--- config.mk ---
export PLATFORM = sky130hd
export DESIGN_NAME = pipe_hazard_ctrl_flat
export DESIGN_NICKNAME = d
export VERILOG_FILES = /design/src/rtl/pipe_hazard_ctrl_pkg.sv /design/src/rtl/pipe_hazard_ctrl_if.sv /design/src/rtl/pipe_hazard_ctrl_src_match.sv /design/src/rtl/pipe_hazard_ctrl.sv /design/src/flat_wrapper.sv
export SDC_FILE = /design/constraint.sdc
export NUM_CORES = 1
export LEC_CHECK = 0
export BUFFER_PORTS_ARGS = -buffer_cell sky130_fd_sc_hd__buf_2
export CORE_MARGIN = 2
export CORE_UTILIZATION = 56
export CTS_BUF_LIST = sky130_fd_sc_hd__clkbuf_16
export CTS_CLUSTER_SIZE = 16
export DETAILED_ROUTE_END_ITERATION = 12
export PLACE_DENSITY = 0.92
export SYNTH_ARGS = -nofsm -noshare
export SYNTH_HDL_FRONTEND = slang
export SYNTH_HIERARCHICAL = 1
export SYNTH_SLANG_ARGS = --single-unit
--- constraint.sdc ---
create_clock -name clk_i -period 3.49 [get_ports clk_i]
set_input_delay 0.1745 -clock clk_i [delete_from_list [all_inputs] [get_ports clk_i]]
set_output_delay 0.1745 -clock clk_i [all_outputs]
set_load 0.05 [all_outputs]
--- src/rtl/pipe_hazard_ctrl_pkg.sv ---
// ----------------------------------------------------------------------------
// pipe_hazard_ctrl_pkg
//   Shared definitions for the pipeline hazard controller: stage indices,
//   the scoreboard entry layout and the forward-select width helper.
//   Configuration macro used by the controller: PIPE_FORWARDING_EN.
// ----------------------------------------------------------------------------
package pipe_hazard_ctrl_pkg;

   // Fixed front-end stage indices; stages past MEM are parameter dependent.
   localparam int STG_IF  = 0;
   localparam int STG_ID  = 1;
   localparam int STG_EX  = 2;
   localparam int STG_MEM = 3;

   // Widest register address the scoreboard can hold; narrower register files
   // zero-extend into it, so the unused upper bits are constant zero.
   localparam int RD_W_MAX = 16;

   typedef struct packed {
      logic                valid;
      logic [RD_W_MAX-1:0] rd;
      logic                regwrite;
      logic                load;
   } sb_entry_t;

   // Forward codes run 0..STAGES-3, so this width always covers them.
   function automatic int fw_width(input int stages);
      return $clog2(stages - 1);
   endfunction

endpackage

--- src/rtl/pipe_hazard_ctrl_if.sv ---
// ----------------------------------------------------------------------------
// pipe_hazard_ctrl_if
//   Bundle between the pipeline datapath (master) and the hazard controller
//   (slave).
//   master drives : id_valid_i, id_rs_i, id_rt_i, id_use_rs_i, id_use_rt_i,
//                   id_rd_i, id_regwrite_i, id_load_i, branch_taken_i,
//                   ext_stall_i
//   slave drives  : pc_write_o, if_id_write_o, if_id_flush_o, id_ex_bubble_o,
//                   fwd_rs_o, fwd_rt_o, stall_cnt_o
//   STAGES must match the controller instance so the forward codes line up.
// ----------------------------------------------------------------------------
interface pipe_hazard_ctrl_if
   import pipe_hazard_ctrl_pkg::*;
#(
   parameter int STAGES = 5,
   parameter int REG_AW = 5
);
   localparam int FW_W = fw_width(STAGES);

   logic              id_valid_i;
   logic [REG_AW-1:0] id_rs_i;
   logic [REG_AW-1:0] id_rt_i;
   logic              id_use_rs_i;
   logic              id_use_rt_i;
   logic [REG_AW-1:0] id_rd_i;
   logic              id_regwrite_i;
   logic              id_load_i;
   logic              branch_taken_i;
   logic              ext_stall_i;

   logic              pc_write_o;
   logic              if_id_write_o;
   logic              if_id_flush_o;
   logic              id_ex_bubble_o;
   logic [FW_W-1:0]   fwd_rs_o;
   logic [FW_W-1:0]   fwd_rt_o;
   logic [31:0]       stall_cnt_o;

   modport master (
      output id_valid_i, id_rs_i, id_rt_i, id_use_rs_i, id_use_rt_i,
             id_rd_i, id_regwrite_i, id_load_i, branch_taken_i, ext_stall_i,
      input  pc_write_o, if_id_write_o, if_id_flush_o, id_ex_bubble_o,
             fwd_rs_o, fwd_rt_o, stall_cnt_o
   );

   modport slave (
      input  id_valid_i, id_rs_i, id_rt_i, id_use_rs_i, id_use_rt_i,
             id_rd_i, id_regwrite_i, id_load_i, branch_taken_i, ext_stall_i,
      output pc_write_o, if_id_write_o, if_id_flush_o, id_ex_bubble_o,
             fwd_rs_o, fwd_rt_o, stall_cnt_o
   );

endinterface

--- src/rtl/pipe_hazard_ctrl_src_match.sv ---
// ----------------------------------------------------------------------------
// hazard_src_match
//   Finds the youngest in-flight writer of one ID source register.
//   Ports:
//     use_src  in  source is actually read by the ID instruction
//     src      in  source register address (r0 never matches)
//     sb       in  scoreboard entries for stages EX..WB (index 2..STAGES-1)
//     hit      out some in-flight writer targets src
//     pos      out stage index of the youngest such writer
//     load     out that writer is a load
// ----------------------------------------------------------------------------
module hazard_src_match
   import pipe_hazard_ctrl_pkg::*;
#(
   parameter int STAGES = 5,
   parameter int REG_AW = 5
) (
   input  logic                      use_src,
   input  logic [REG_AW-1:0]         src,
   input  sb_entry_t                 sb [2:STAGES-1],
   output logic                      hit,
   output logic [$clog2(STAGES)-1:0] pos,
   output logic                      load
);

   always_comb begin
      // NOTE: every output gets a default before the loop; a path that leaves
      // one unassigned would infer a latch.
      hit  = 1'b0;
      pos  = '0;
      load = 1'b0;
      // Walk oldest to youngest so the last hit written is the youngest.
      for (int p = STAGES - 1; p >= 2; p--) begin
         if (use_src && (src != '0) && sb[p].valid && sb[p].regwrite &&
             (sb[p].rd == RD_W_MAX'(src))) begin
            hit  = 1'b1;
            pos  = ($clog2(STAGES))'(p);
            load = sb[p].load;
         end
      end
   end

endmodule

--- src/rtl/pipe_hazard_ctrl.sv ---
// ----------------------------------------------------------------------------
// pipe_hazard_ctrl
//   Hazard / stall / flush controller for an in-order pipeline of STAGES
//   stages (0=IF, 1=ID, 2=EX, 3=MEM, ..., STAGES-1=WB). A shadow scoreboard
//   tracks in-flight writers EX..WB and resolves RAW hazards for the ID
//   instruction: forward selects, load-use stalls, branch flush, ext freeze.
//   Ports:
//     clk_i  in  clock
//     rst_i  in  asynchronous reset, active high
//     bus    slave side of pipe_hazard_ctrl_if (ID info in, controls out)
//   Macro PIPE_FORWARDING_EN: when defined, results are forwarded from EX+
//   and only young loads stall; otherwise forward codes are 0 and any
//   consumer waits until its producer reaches WB.
// ----------------------------------------------------------------------------
module pipe_hazard_ctrl
   import pipe_hazard_ctrl_pkg::*;
#(
   parameter  int STAGES   = 5,
   parameter  int REG_AW   = 5,
   parameter  int LOAD_LAT = 1,
   localparam int FW_W     = fw_width(STAGES)
) (
   input logic               clk_i,
   input logic               rst_i,
   pipe_hazard_ctrl_if.slave bus
);

   localparam int PW = $clog2(STAGES);

   if (STAGES < 5 || LOAD_LAT < 1 || LOAD_LAT > STAGES - 4 ||
       REG_AW > RD_W_MAX) begin : g_bad_cfg
      $error("pipe_hazard_ctrl: unsupported STAGES/LOAD_LAT/REG_AW");
   end

   sb_entry_t       sb [2:STAGES-1];
   logic            rs_hit, rt_hit, rs_load, rt_load;
   logic [PW-1:0]   rs_pos, rt_pos;
   logic            rs_hz, rt_hz, hz;
   logic [FW_W-1:0] fwd_rs, fwd_rt;
   logic [31:0]     stall_cnt;

   hazard_src_match #(.STAGES(STAGES), .REG_AW(REG_AW)) u_match_rs (
      .use_src (bus.id_use_rs_i),
      .src     (bus.id_rs_i),
      .sb      (sb),
      .hit     (rs_hit),
      .pos     (rs_pos),
      .load    (rs_load)
   );

   hazard_src_match #(.STAGES(STAGES), .REG_AW(REG_AW)) u_match_rt (
      .use_src (bus.id_use_rt_i),
      .src     (bus.id_rt_i),
      .sb      (sb),
      .hit     (rt_hit),
      .pos     (rt_pos),
      .load    (rt_load)
   );

`ifdef PIPE_FORWARDING_EN
   // A load result becomes forwardable once it is LOAD_LAT stages past MEM;
   // a younger load must hold ID. A WB match reads through the register file.
   assign rs_hz  = rs_hit && rs_load && (int'(rs_pos) + 1 < 3 + LOAD_LAT);
   assign rt_hz  = rt_hit && rt_load && (int'(rt_pos) + 1 < 3 + LOAD_LAT);
   assign fwd_rs = (rs_hit && int'(rs_pos) != STAGES - 1) ?
                   FW_W'(int'(rs_pos) - 1) : '0;
   assign fwd_rt = (rt_hit && int'(rt_pos) != STAGES - 1) ?
                   FW_W'(int'(rt_pos) - 1) : '0;
`else
   // No bypass network: any producer not yet in WB blocks the consumer.
   logic unused_load;
   assign unused_load = rs_load | rt_load;
   assign rs_hz  = rs_hit && (int'(rs_pos) <= STAGES - 2);
   assign rt_hz  = rt_hit && (int'(rt_pos) <= STAGES - 2);
   assign fwd_rs = '0;
   assign fwd_rt = '0;
`endif

   assign hz = bus.id_valid_i && (rs_hz || rt_hz);

   // Scoreboard advances with the pipeline; a stalled or empty ID slot enters
   // EX as a bubble. The valid bits must start cleared, so every entry resets.
   always_ff @(posedge clk_i or posedge rst_i) begin
      if (rst_i) begin
         for (int p = 2; p < STAGES; p++) sb[p] <= '0;
         stall_cnt <= '0;
      end else if (!bus.ext_stall_i) begin
         // NOTE: sequential state uses non-blocking assignments so the shift
         // reads every entry's old value regardless of statement order.
         sb[2] <= (bus.id_valid_i && !hz) ?
                  sb_entry_t'{valid:    1'b1,
                              rd:       RD_W_MAX'(bus.id_rd_i),
                              regwrite: bus.id_regwrite_i,
                              load:     bus.id_load_i} : '0;
         for (int p = 3; p < STAGES; p++) sb[p] <= sb[p-1];
         if (hz && (stall_cnt != '1)) stall_cnt <= stall_cnt + 32'd1;
      end
   end

   // Priority: external freeze, then hazard stall, then branch flush. A stall
   // suppresses the flush; the branch is re-evaluated once ID is released.
   always_comb begin
      bus.pc_write_o     = 1'b1;
      bus.if_id_write_o  = 1'b1;
      bus.if_id_flush_o  = 1'b0;
      bus.id_ex_bubble_o = 1'b0;
      if (bus.ext_stall_i) begin
         bus.pc_write_o    = 1'b0;
         bus.if_id_write_o = 1'b0;
      end else if (hz) begin
         bus.pc_write_o     = 1'b0;
         bus.if_id_write_o  = 1'b0;
         bus.id_ex_bubble_o = 1'b1;
      end else begin
         bus.if_id_flush_o = bus.branch_taken_i && bus.id_valid_i;
      end
   end

   assign bus.fwd_rs_o    = fwd_rs;
   assign bus.fwd_rt_o    = fwd_rt;
   assign bus.stall_cnt_o = stall_cnt;

endmodule

--- src/flat_wrapper.sv ---
// flat-port wrapper written by rule: the top's interface ports become plain ports
module pipe_hazard_ctrl_flat import pipe_hazard_ctrl_pkg::*;
#(
   parameter  int STAGES   = 5,
   parameter  int REG_AW   = 5,
   parameter  int LOAD_LAT = 1,
   localparam int FW_W     = fw_width(STAGES)
)
  (clk_i, rst_i, bus_id_valid_i, bus_id_rs_i, bus_id_rt_i, bus_id_use_rs_i, bus_id_use_rt_i, bus_id_rd_i, bus_id_regwrite_i, bus_id_load_i, bus_branch_taken_i, bus_ext_stall_i, bus_pc_write_o, bus_if_id_write_o, bus_if_id_flush_o, bus_id_ex_bubble_o, bus_fwd_rs_o, bus_fwd_rt_o, bus_stall_cnt_o);
  pipe_hazard_ctrl_if #(.STAGES(STAGES), .REG_AW(REG_AW)) bus_i ();
  input logic clk_i;
  input logic rst_i;
  input wire logic [$bits(bus_i.id_valid_i)-1:0] bus_id_valid_i;
  input wire logic [$bits(bus_i.id_rs_i)-1:0] bus_id_rs_i;
  input wire logic [$bits(bus_i.id_rt_i)-1:0] bus_id_rt_i;
  input wire logic [$bits(bus_i.id_use_rs_i)-1:0] bus_id_use_rs_i;
  input wire logic [$bits(bus_i.id_use_rt_i)-1:0] bus_id_use_rt_i;
  input wire logic [$bits(bus_i.id_rd_i)-1:0] bus_id_rd_i;
  input wire logic [$bits(bus_i.id_regwrite_i)-1:0] bus_id_regwrite_i;
  input wire logic [$bits(bus_i.id_load_i)-1:0] bus_id_load_i;
  input wire logic [$bits(bus_i.branch_taken_i)-1:0] bus_branch_taken_i;
  input wire logic [$bits(bus_i.ext_stall_i)-1:0] bus_ext_stall_i;
  output wire logic [$bits(bus_i.pc_write_o)-1:0] bus_pc_write_o;
  output wire logic [$bits(bus_i.if_id_write_o)-1:0] bus_if_id_write_o;
  output wire logic [$bits(bus_i.if_id_flush_o)-1:0] bus_if_id_flush_o;
  output wire logic [$bits(bus_i.id_ex_bubble_o)-1:0] bus_id_ex_bubble_o;
  output wire logic [$bits(bus_i.fwd_rs_o)-1:0] bus_fwd_rs_o;
  output wire logic [$bits(bus_i.fwd_rt_o)-1:0] bus_fwd_rt_o;
  output wire logic [$bits(bus_i.stall_cnt_o)-1:0] bus_stall_cnt_o;
  assign bus_i.id_valid_i = bus_id_valid_i;
  assign bus_i.id_rs_i = bus_id_rs_i;
  assign bus_i.id_rt_i = bus_id_rt_i;
  assign bus_i.id_use_rs_i = bus_id_use_rs_i;
  assign bus_i.id_use_rt_i = bus_id_use_rt_i;
  assign bus_i.id_rd_i = bus_id_rd_i;
  assign bus_i.id_regwrite_i = bus_id_regwrite_i;
  assign bus_i.id_load_i = bus_id_load_i;
  assign bus_i.branch_taken_i = bus_branch_taken_i;
  assign bus_i.ext_stall_i = bus_ext_stall_i;
  assign bus_pc_write_o = bus_i.pc_write_o;
  assign bus_if_id_write_o = bus_i.if_id_write_o;
  assign bus_if_id_flush_o = bus_i.if_id_flush_o;
  assign bus_id_ex_bubble_o = bus_i.id_ex_bubble_o;
  assign bus_fwd_rs_o = bus_i.fwd_rs_o;
  assign bus_fwd_rt_o = bus_i.fwd_rt_o;
  assign bus_stall_cnt_o = bus_i.stall_cnt_o;
  pipe_hazard_ctrl #(.STAGES(STAGES), .REG_AW(REG_AW), .LOAD_LAT(LOAD_LAT)) u_core (.clk_i(clk_i), .rst_i(rst_i), .bus(bus_i));
endmodule
==> impl_metrics.json, run 1 <==
{
  "status": "complete, no violations",
  "cts_buffer_depth": 2,
  "swShare_pct": 25.0,
  "nets": 461,
  "start_util_pct": 57.3,
  "seqPwrFrac_pct": 52.5,
  "worst_path_most_repeated_cell": "or4_1",
  "hold_ws_ps": 99.3,
  "gp_congestion": 0.851,
  "final_max_slew_viol_count": 0,
  "holdCritStartpoint": "bus_id_rd_i[0]",
  "core_region_area_mm2": 0.00544,
  "cp-end-kind": "flop",
  "cts_buffers": 5,
  "cp_max_fo": 6,
  "setup_tns_ps": 0,
  "p_per_area_mw_per_mm2": 338,
  "io_buffers": 58,
  "worstPathRequired_ps": 3710,
  "p_switching_mw": 0.324,
  "drt-vias-per-instance": 5.27,
  "die_h_um": 78.6,
  "antenna_cells": 0,
  "cts.sinks": 53,
  "grt_setup_unrepaired": "no",
  "worstPathCellList": "xnor2_1 -> nand2_1 -> or4_4 -> or4_1 -> nand3_1 -> nand2b_1 -> a21o_2 -> or4_1 -> nor3_1 -> xor2_1",
  "postCtsSetupBuffers": 0,
  "clock_power_share_pct": 35.6,
  "dr_total_vias": 2681,
  "setup_violations": 0,
  "fill_cells": 417,
  "reg2reg_depth": 10,
  "fmax_mhz": 309,
  "critical_path.slowest_cell": "or4_1",
  "grt_pass1_wl_mm": 11.6,
  "dieArea_mm2": 0.00618,
  "grt_max_degree": 54,
  "ys_warn_count": 6,
  "drive_gt1_share_pct": 22.0,
  "rows": 27,
  "drtAntennaViolNets": 0,
  "htreeDepth": 2,
  "p_leak_nw": 1.98,
  "max_stage_delay_ps": 670,
  "clock-root-buffer": "clkbuf_16",
  "drt-total-wl_mm": 6.74,
  "tightest_slew_ps": 1050,
  "power_mw": 1.29,
  "skew_ps": 6.09,
  "cts_resized": 0,
  "cts.clk_slew.worst_paths_ps": 70,
  "clock_latency_ps": 290,
  "grt_usage_pct": 23.6,
  "syn_avg_cell_area_um2": 9.96,
  "place_inst": 501,
  "post-route-drc-count": 0,
  "final_cells": 509,
  "worst_hold_path.endpoint": "u_core/sb[40]",
  "hold_depth": 2,
  "r2r_end": "u_core/bus.stall_cnt_o[30]",
  "wl_per_cell_um": 13.2,
  "dr.pass1.iters": 4,
  "synthCells": 313,
  "cts_hold_buffers": 0,
  "dp_hpwl_mm": 5.02,
  "io_pins": 64,
  "relSlewSlack_pct": 29.8,
  "grt_overflow": 0,
  "finalCritPeriodShare_pct": 92.6,
  "intPower_mw": 0.971,
  "grt_pass1_vias": 2597,
  "die_w_um": 78.6,
  "r2r_slack_ps": 260,
  "cts_tree": "built",
  "worstPathArrival_ps": 3450,
  "power_frac_comb_pct": 11.9,
  "hold_path_class": "in2reg",
  "drtIter0Drc": 148,
  "syn_area_mm2": 0.00312,
  "ir_drop_uv": 331,
  "antenna_found_initial": 0,
  "critPathKind": "reg2reg",
  "cap_viol_max_count": 0,
  "area_delta_synth_final_pct": 22.7,
  "start_kind": "flop",
  "min_period_ps": 3230,
  "r2r-start": "u_core/sb[6]",
  "hold_viol": 0
}
==> per-layer routing <==
| metal | vias to the layer above | GRT usage (%) | wire length (um) | share of wire [%] |
|---|---|---|---|---|
| met2 | 74 | 40.9 | 3360 | 50 |
| met3 | 21 | 4.25 | 296 | 4.4 |
| met1 | 1274 | 27.9 | 2860 | 42 |
| met5 | - | 0 | 0 | 0 |
| met4 | 0 | 11.9 | 224 | 3.3 |
| li1 | 1312 | - | - | - |
==> area by class of cell <==
cell class                      instances  area [um2]  area share, %
Clock inverter                          3        15.0          0.393
Sequential cell                        53        1330           34.7
Multi-Input combinational cell        302        1910           50.0
Clock buffer                            5         125           3.27
Tap cell                               72        90.1           2.36
Timing Repair Buffer                   60         305           7.98
Inverter                               14        52.6           1.37
==> placed cells by master, fill, tap and decap left out, drive strengths merged, types with 4 or more instances in the layout <==
master / count
or2b: 4
o21ai: 6
buf: 60
dfrtp: 53
xor2: 22
nor4: 19
a22o: 6
and3: 6
nor3: 12
conb: 70
mux2: 16
xnor2: 24
nand2: 24
inv: 16
nand2b: 5
nand4: 13
clkbuf: 5
nand3: 18
nor2: 15
or4: 9
==> how the worst max path moves through the flow <==
stage,to,slack [ps],start,cells past startpoint
after floorplan,bus_pc_write_o,270,u_core/sb[3],9
after detailed placement,u_core/bus.stall_cnt_o[28],270,bus_id_rt_i[0],11
after global routing,u_core/bus.stall_cnt_o[28],70,u_core/sb[3],10
after CTS,u_core/bus.stall_cnt_o[30],270,u_core/sb[6],10
after global placement,u_core/bus.stall_cnt_o[30],290,bus_id_rt_i[0],11
final,u_core/bus.stall_cnt_o[30],260,u_core/sb[6],10
==> critical path, delay by kind of cell, from the launching register on <==
kind,cells,cell delay (ps)
simple gates,7,2170
flops,1,410
xor+xnor,2,320
compound gates,1,240
==> flip-flops by register name, indices dropped and copies added (netlist names) <==
signal                  cells
u_core/bus.stall_cnt_o     32
u_core/sb                  21
==> power by group through the flow <==
stage	logic, mW	registers [mW]	clock network, mW
2_1_floorplan	0.122	0.677	0
3_3_place_gp	0.147	0.689	0
3_5_place_dp	0.152	0.691	0
4_1_cts	0.153	0.679	0.472
5_1_grt	0.172	0.684	0.495
6_report	0.154	0.679	0.461
==> stage by stage <==
stage / util, % / setup WS [ps] / area, um2
after floorplan: - / 268 / 3380
after global placement: 67.7 / 290 / 3680
after detailed placement: 67.7 / 266 / 3680
after CTS: 70.3 / 266 / 3820
after global routing: 70.3 / 70.1 / 3820
final: 70.3 / 259 / 3820
No activity file was read; power rests on OpenSTA's default activity.
==> run 2: changes to the inputs <==
--- a/config.mk
+++ b/config.mk
@@ -6,6 +6,7 @@
 export NUM_CORES = 1
 export LEC_CHECK = 0
 export BUFFER_PORTS_ARGS = -buffer_cell sky130_fd_sc_hd__buf_2
+export CORE_ASPECT_RATIO = 0.8
 export CORE_MARGIN = 2
 export CORE_UTILIZATION = 56
 export CTS_BUF_LIST = sky130_fd_sc_hd__clkbuf_16
==> run 2 against run 1 <==
Power rose by 7.7%. Final cell count is 1.4% lower. Clock-buffer cell count unchanged. Setup slack worse by 91 ps. Hold slack gained 3.8 ps.
==> impl_metrics.json, run 2 (synthesis gave the netlist of run 1 again) <==
{
  "min_period_ps": 3320,
  "cts_buffers": 5,
  "setup_violations": 0,
  "grt_usage_pct": 25.9,
  "htreeDepth": 2,
  "rows": 24,
  "ir_drop_uv": 208,
  "clock-root-buffer": "clkbuf_16",
  "skew_ps": 6.03,
  "dr_total_vias": 2781,
  "fmax_mhz": 301,
  "antenna_cells": 0,
  "hold_viol": 0,
  "place_inst": 494,
  "grt_overflow": 0,
  "wl_per_cell_um": 15.3,
  "largest_reg_flops": 32,
  "die_h_um": 70.7,
  "p_leak_nw": 1.98,
  "multiInputGateArea_mm2": 0.00191,
  "grt_pass1_vias": 2637,
  "grt_pass1_wl_mm": 12.7,
  "drive_gt1_share_pct": 22.7,
  "post-route-drc-count": 0,
  "relSlewSlack_pct": 27.4,
  "nets": 462,
  "finalCritPeriodShare_pct": 95.2,
  "cts_tree": "built",
  "core_region_area_mm2": 0.00541,
  "cts_buffer_depth": 2,
  "p_per_area_mw_per_mm2": 362,
  "fill_cells": 372,
  "drt-vias-per-instance": 5.54,
  "start_kind": "flop",
  "final_cells": 502,
  "cts.clk_slew.worst_paths_ps": 70,
  "hold_path_class": "in2reg",
  "die_w_um": 87.4,
  "grt_setup_unrepaired": "no",
  "worstPathArrival_ps": 3530,
  "grt_max_degree": 54,
  "drtAntennaViolNets": 0,
  "area_delta_synth_final_pct": 23.6,
  "final_common_cell": "conb_1",
  "dr.pass1.iters": 5,
  "io_buffers": 58,
  "status": "complete, no violations",
  "tightest_slew_ps": 1090,
  "antenna_found_initial": 0,
  "cp_max_fo": 6,
  "drtIter0Drc": 275,
  "worstPathRequired_ps": 3700,
  "io_pins": 64,
  "final_max_slew_viol_count": 0,
  "cts.sinks": 53,
  "final_cell_mix": "conb_1 (70), buf_2 (58), dfrtp_1 (53), xnor2_1 (24), nand2_1 (24)",
  "final-seq-area_mm2": 0.00133,
  "drt-total-wl_mm": 7.70,
  "dp_hpwl_mm": 5.63,
  "start_util_pct": 57.7,
  "clock_latency_ps": 290,
  "cap_viol_max_count": 0,
  "cts_hold_buffers": 0,
  "setup_tns_ps": 0,
  "cp-end-kind": "flop",
  "critPathKind": "reg2reg",
  "gp_congestion": 0.960,
  "dieArea_mm2": 0.00618
}
[run 2: path summary, 6_finish.rpt]
kind,slack [ps],end,cells past startpoint,start
max,170,u_core/bus.stall_cnt_o[28],10,u_core/sb[6]
min,100,u_core/sb[41],2,bus_id_rd_i[1]
max reg2reg,170,u_core/bus.stall_cnt_o[28],10,u_core/sb[6]
min reg2reg,500,u_core/bus.stall_cnt_o[18],1,u_core/bus.stall_cnt_o[18]
max in group asynchronous,2660,u_core/sb[39],2,rst_i
min in group asynchronous,160,u_core/bus.stall_cnt_o[1],2,rst_i
[run 2: per-stage QoR]
stage / hold slack (ps) / instance area (um2) / power [mW] / setup WS, ps / utilization (%)
6_report: 103 / 3850 / 1.39 / 167 / 71.3
5_1_grt: 98.0 / 3850 / 1.44 / 41.9 / 71.3
3_3_place_gp: 396 / 3680 / 0.836 / 340 / 68.0
4_1_cts: 98.9 / 3840 / 1.40 / 101 / 71.0
2_1_floorplan: 303 / 3380 / 0.799 / 268 / -
3_5_place_dp: 400 / 3680 / 0.846 / 206 / 68.0
[run 2: critical path, cell delays in order, from the launching register on]
cell	delay [ps]
dfrtp_1	420
xnor2_1	160
nand2_1	80
or4_4	410
or4_1	550
nand3_1	100
nand2b_1	100
a21o_2	230
or4_1	660
nor3_1	340
xor2_1	190
[run 2: where the power goes]
group	leakage (nW)	total [mW]	switching, mW	internal (mW)
logic	1.20	0.157	0.0887	0.0682
clock network	0.0803	0.556	0.219	0.337
registers	0.703	0.681	0.0398	0.642
[run 2: layer usage]
metal | wire, um | GRT usage, % | vias up
li1 | - | - | 1312
met1 | 3340 | 38.4 | 1354
met2 | 3770 | 41.1 | 104
met3 | 504 | 3.85 | 11
met4 | 80 | 5.30 | 0
met5 | 0 | 0 | -
[run 2: cell type report]
cell class	instances	share of cell area, %
Clock buffer	5	3.25
Sequential cell	53	34.4
Inverter	14	1.46
Multi-Input combinational cell	302	49.6
Tap cell	65	2.11
Clock inverter	2	1.01
Timing Repair Buffer	61	8.12
[run 2: repair_timing]
item,4_1_cts,5_1_grt
setup endpoints to repair,0,1
resized for setup,0,1
setup buffers,0,1
==> run 3: changes to the inputs <==
==> constraint.sdc (replaced) <==
create_clock -name clk_i -period 3.49 [get_ports clk_i]
set_input_delay 0.349 -clock clk_i [delete_from_list [all_inputs] [get_ports clk_i]]
set_output_delay 0.349 -clock clk_i [all_outputs]
set_load 0.05 [all_outputs]
==> run 3 against run 2 <==
Clock power is 13% lower. Power decreased by 5.1%. Clock skew is 0.79 ps lower. Largest power group unchanged. Sequential share of layout area grew 0.16 points. Final cell count up 0.20%. Largest cell class unchanged. Register-to-register slack about the same. Non-clock buffer count is the same. Clock-buffer cell count unchanged. Design area decreased by 0.45%. Fmax is 1.8% lower. Critical path depth did not move. Highest routed layer unchanged.
==> impl_metrics.json, run 3 (synthesis gave the netlist of run 1 again) <==
{
  "critical_path.slowest_cell": "or4_1",
  "p_leak_nw": 1.99,
  "met2_usage_pct": 44.0,
  "worst_hold_path.endpoint": "u_core/sb[39]",
  "max_stage_delay_ps": 600,
  "setup_violations": 0,
  "final_max_slew_viol_count": 0,
  "area_delta_synth_final_pct": 23.0,
  "final_cell_mix": "conb_1 (70), buf_2 (57), dfrtp_1 (53), xnor2_1 (24), nand2_1 (24)",
  "dieArea_mm2": 0.00618,
  "worstPathArrival_ps": 3030,
  "cap_viol_max_count": 0,
  "post-route-drc-count": 0,
  "hold_depth": 2,
  "dr.pass1.iters": 6,
  "cp-end-kind": "primary output",
  "antenna_found_initial": 0,
  "cts_tree": "built",
  "drt-vias-per-instance": 5.65,
  "hold_path_class": "in2reg",
  "largest_reg_flops": 32,
  "die_w_um": 87.4,
  "skew_ps": 5.24,
  "critPathTopFamily": "simple AND/OR/NAND/NOR gates",
  "nets": 462,
  "critPathKind": "reg2out",
  "dr_total_vias": 2842,
  "worst_path_most_repeated_cell": "buf_4",
  "grt_setup_unrepaired": "yes",
  "worstPathCellList": "xnor2_1 -> nand2_1 -> or4_4 -> or4_1 -> and3b_1 -> nand2b_1 -> a21o_2 -> buf_4 -> inv_1 -> buf_4",
  "grt_pass1_wl_mm": 13.5,
  "cp_max_fo": 11,
  "cts_buffer_depth": 2,
  "drive_gt1_share_pct": 22.6,
  "rows": 24,
  "start_util_pct": 57.7,
  "min_period_ps": 3380,
  "drtIter0Drc": 256,
  "clock-root-buffer": "clkbuf_16",
  "tightest_slew_ps": 1070,
  "drt-total-wl_mm": 7.93,
  "grt_max_degree": 54,
  "clock_latency_ps": 290,
  "grtUsageMet1_pct": 39.1,
  "relSlewSlack_pct": 28.8,
  "worstPathRequired_ps": 3140,
  "p_per_area_mw_per_mm2": 345,
  "die_h_um": 70.7,
  "cts_buffers": 5,
  "r2r_slack_ps": 160,
  "core_region_area_mm2": 0.00541,
  "drtAntennaViolNets": 0,
  "io_pins": 64,
  "reg2reg_depth": 10,
  "postLayoutSetupSlackWorst_ps": 107,
  "gp_congestion": 0.913,
  "cp_num_buf_inv": 3,
  "io_buffers": 58,
  "cts.sinks": 53,
  "use_met3_pct": 3.73,
  "grt_usage_pct": 27.5,
  "final_cells": 503,
  "cts.clk_slew.worst_paths_ps": 70,
  "ir_drop_uv": 265,
  "htreeDepth": 2,
  "grt_overflow": 0,
  "start_kind": "flop",
  "fill_cells": 387,
  "finalCritPeriodShare_pct": 96.9,
  "holdCritStartpoint": "bus_id_regwrite_i",
  "r2r-start": "u_core/sb[3]",
  "fmax_mhz": 296,
  "final_common_cell": "conb_1",
  "wl_per_cell_um": 15.8,
  "place_inst": 495,
  "top_usage_layer": "met2",
  "antenna_cells": 0,
  "r2r_end": "u_core/bus.stall_cnt_o[30]",
  "dp_slack_ps": -16.7,
  "grt_pass1_vias": 2788,
  "cts_hold_buffers": 0,
  "dp_hpwl_mm": 5.65,
  "status": "complete, no violations",
  "hold_viol": 0
}
==> run 3: cell count changes in the layout (fill, tap and decap cells not counted), sizes merged <==
| cell | change |
|---|---|
| bufinv | -1 |
| clkinv | +1 |
| clkinvlp | -1 |
| inv | +2 |
==> run 3: area by class of cell <==
cell class	instances	area (um2)	share of cell area, %
clock buffer	5	125	3.26
clock inverter	3	17.5	0.457
tap	65	81.3	2.12
inverter	14	52.6	1.37
multi-input combinational	302	1920	50.0
timing repair buffer	61	315	8.22
sequential	53	1330	34.6
==> run 3: what timing repair did <==
action,CTS,global route
resized for setup,0,3
setup buffers,0,0
endpoints found under the setup margin,0,2
endpoints found under the hold margin,0,0
==> run 3: report_power, final <==
group	internal, mW	switching [mW]
logic	0.0683	0.0905
registers	0.642	0.0390
clock network	0.265	0.219
==> run 3: worst reg2reg max path, stage by stage, from the launching register on <==
cell and delay, ps:
dfrtp_1 430, xnor2_1 170, nand2_1 80, or4_4 410, or4_1 600, nand3_1 120
nand2b_1 80, a21o_2 260, or4_1 660, nor3_1 310, xor2_1 160
==> run 3: worst max-delay path by stage <==
stage              startpoint                         end  slack (ps)  cells past startpoint
6_report         u_core/sb[3]          bus_id_ex_bubble_o         110                     10
5_1_grt          u_core/sb[3]          bus_id_ex_bubble_o         -20                     10
4_1_cts          u_core/sb[3]          bus_id_ex_bubble_o         110                     10
3_5_place_dp   bus_id_rs_i[3]  u_core/bus.stall_cnt_o[24]         -20                     11
3_3_place_gp   bus_id_rs_i[0]  u_core/bus.stall_cnt_o[24]         130                     11
2_1_floorplan  bus_id_rs_i[4]              bus_pc_write_o          70                      9
==> run 3: metal layers <==
layer,routed length (um),vias to the layer above
li1,-,1317
met1,3390,1383
met2,3860,123
met3,531,19
met4,147,0
met5,0,-
==> run 3: per-stage QoR <==
step / setup TNS [ps] / area (um2) / util [%] / hold WS, ps / power, mW
4_1_cts: 0 / 3830 / 70.8 / 273 / 1.32
2_1_floorplan: 0 / 3380 / - / 477 / 0.799
3_3_place_gp: 0 / 3680 / 68.1 / 470 / 0.835
6_report: 0 / 3830 / 70.9 / 275 / 1.32
5_1_grt: -24.6 / 3830 / 70.9 / 282 / 1.38
3_5_place_dp: -16.7 / 3680 / 68.1 / 473 / 0.846
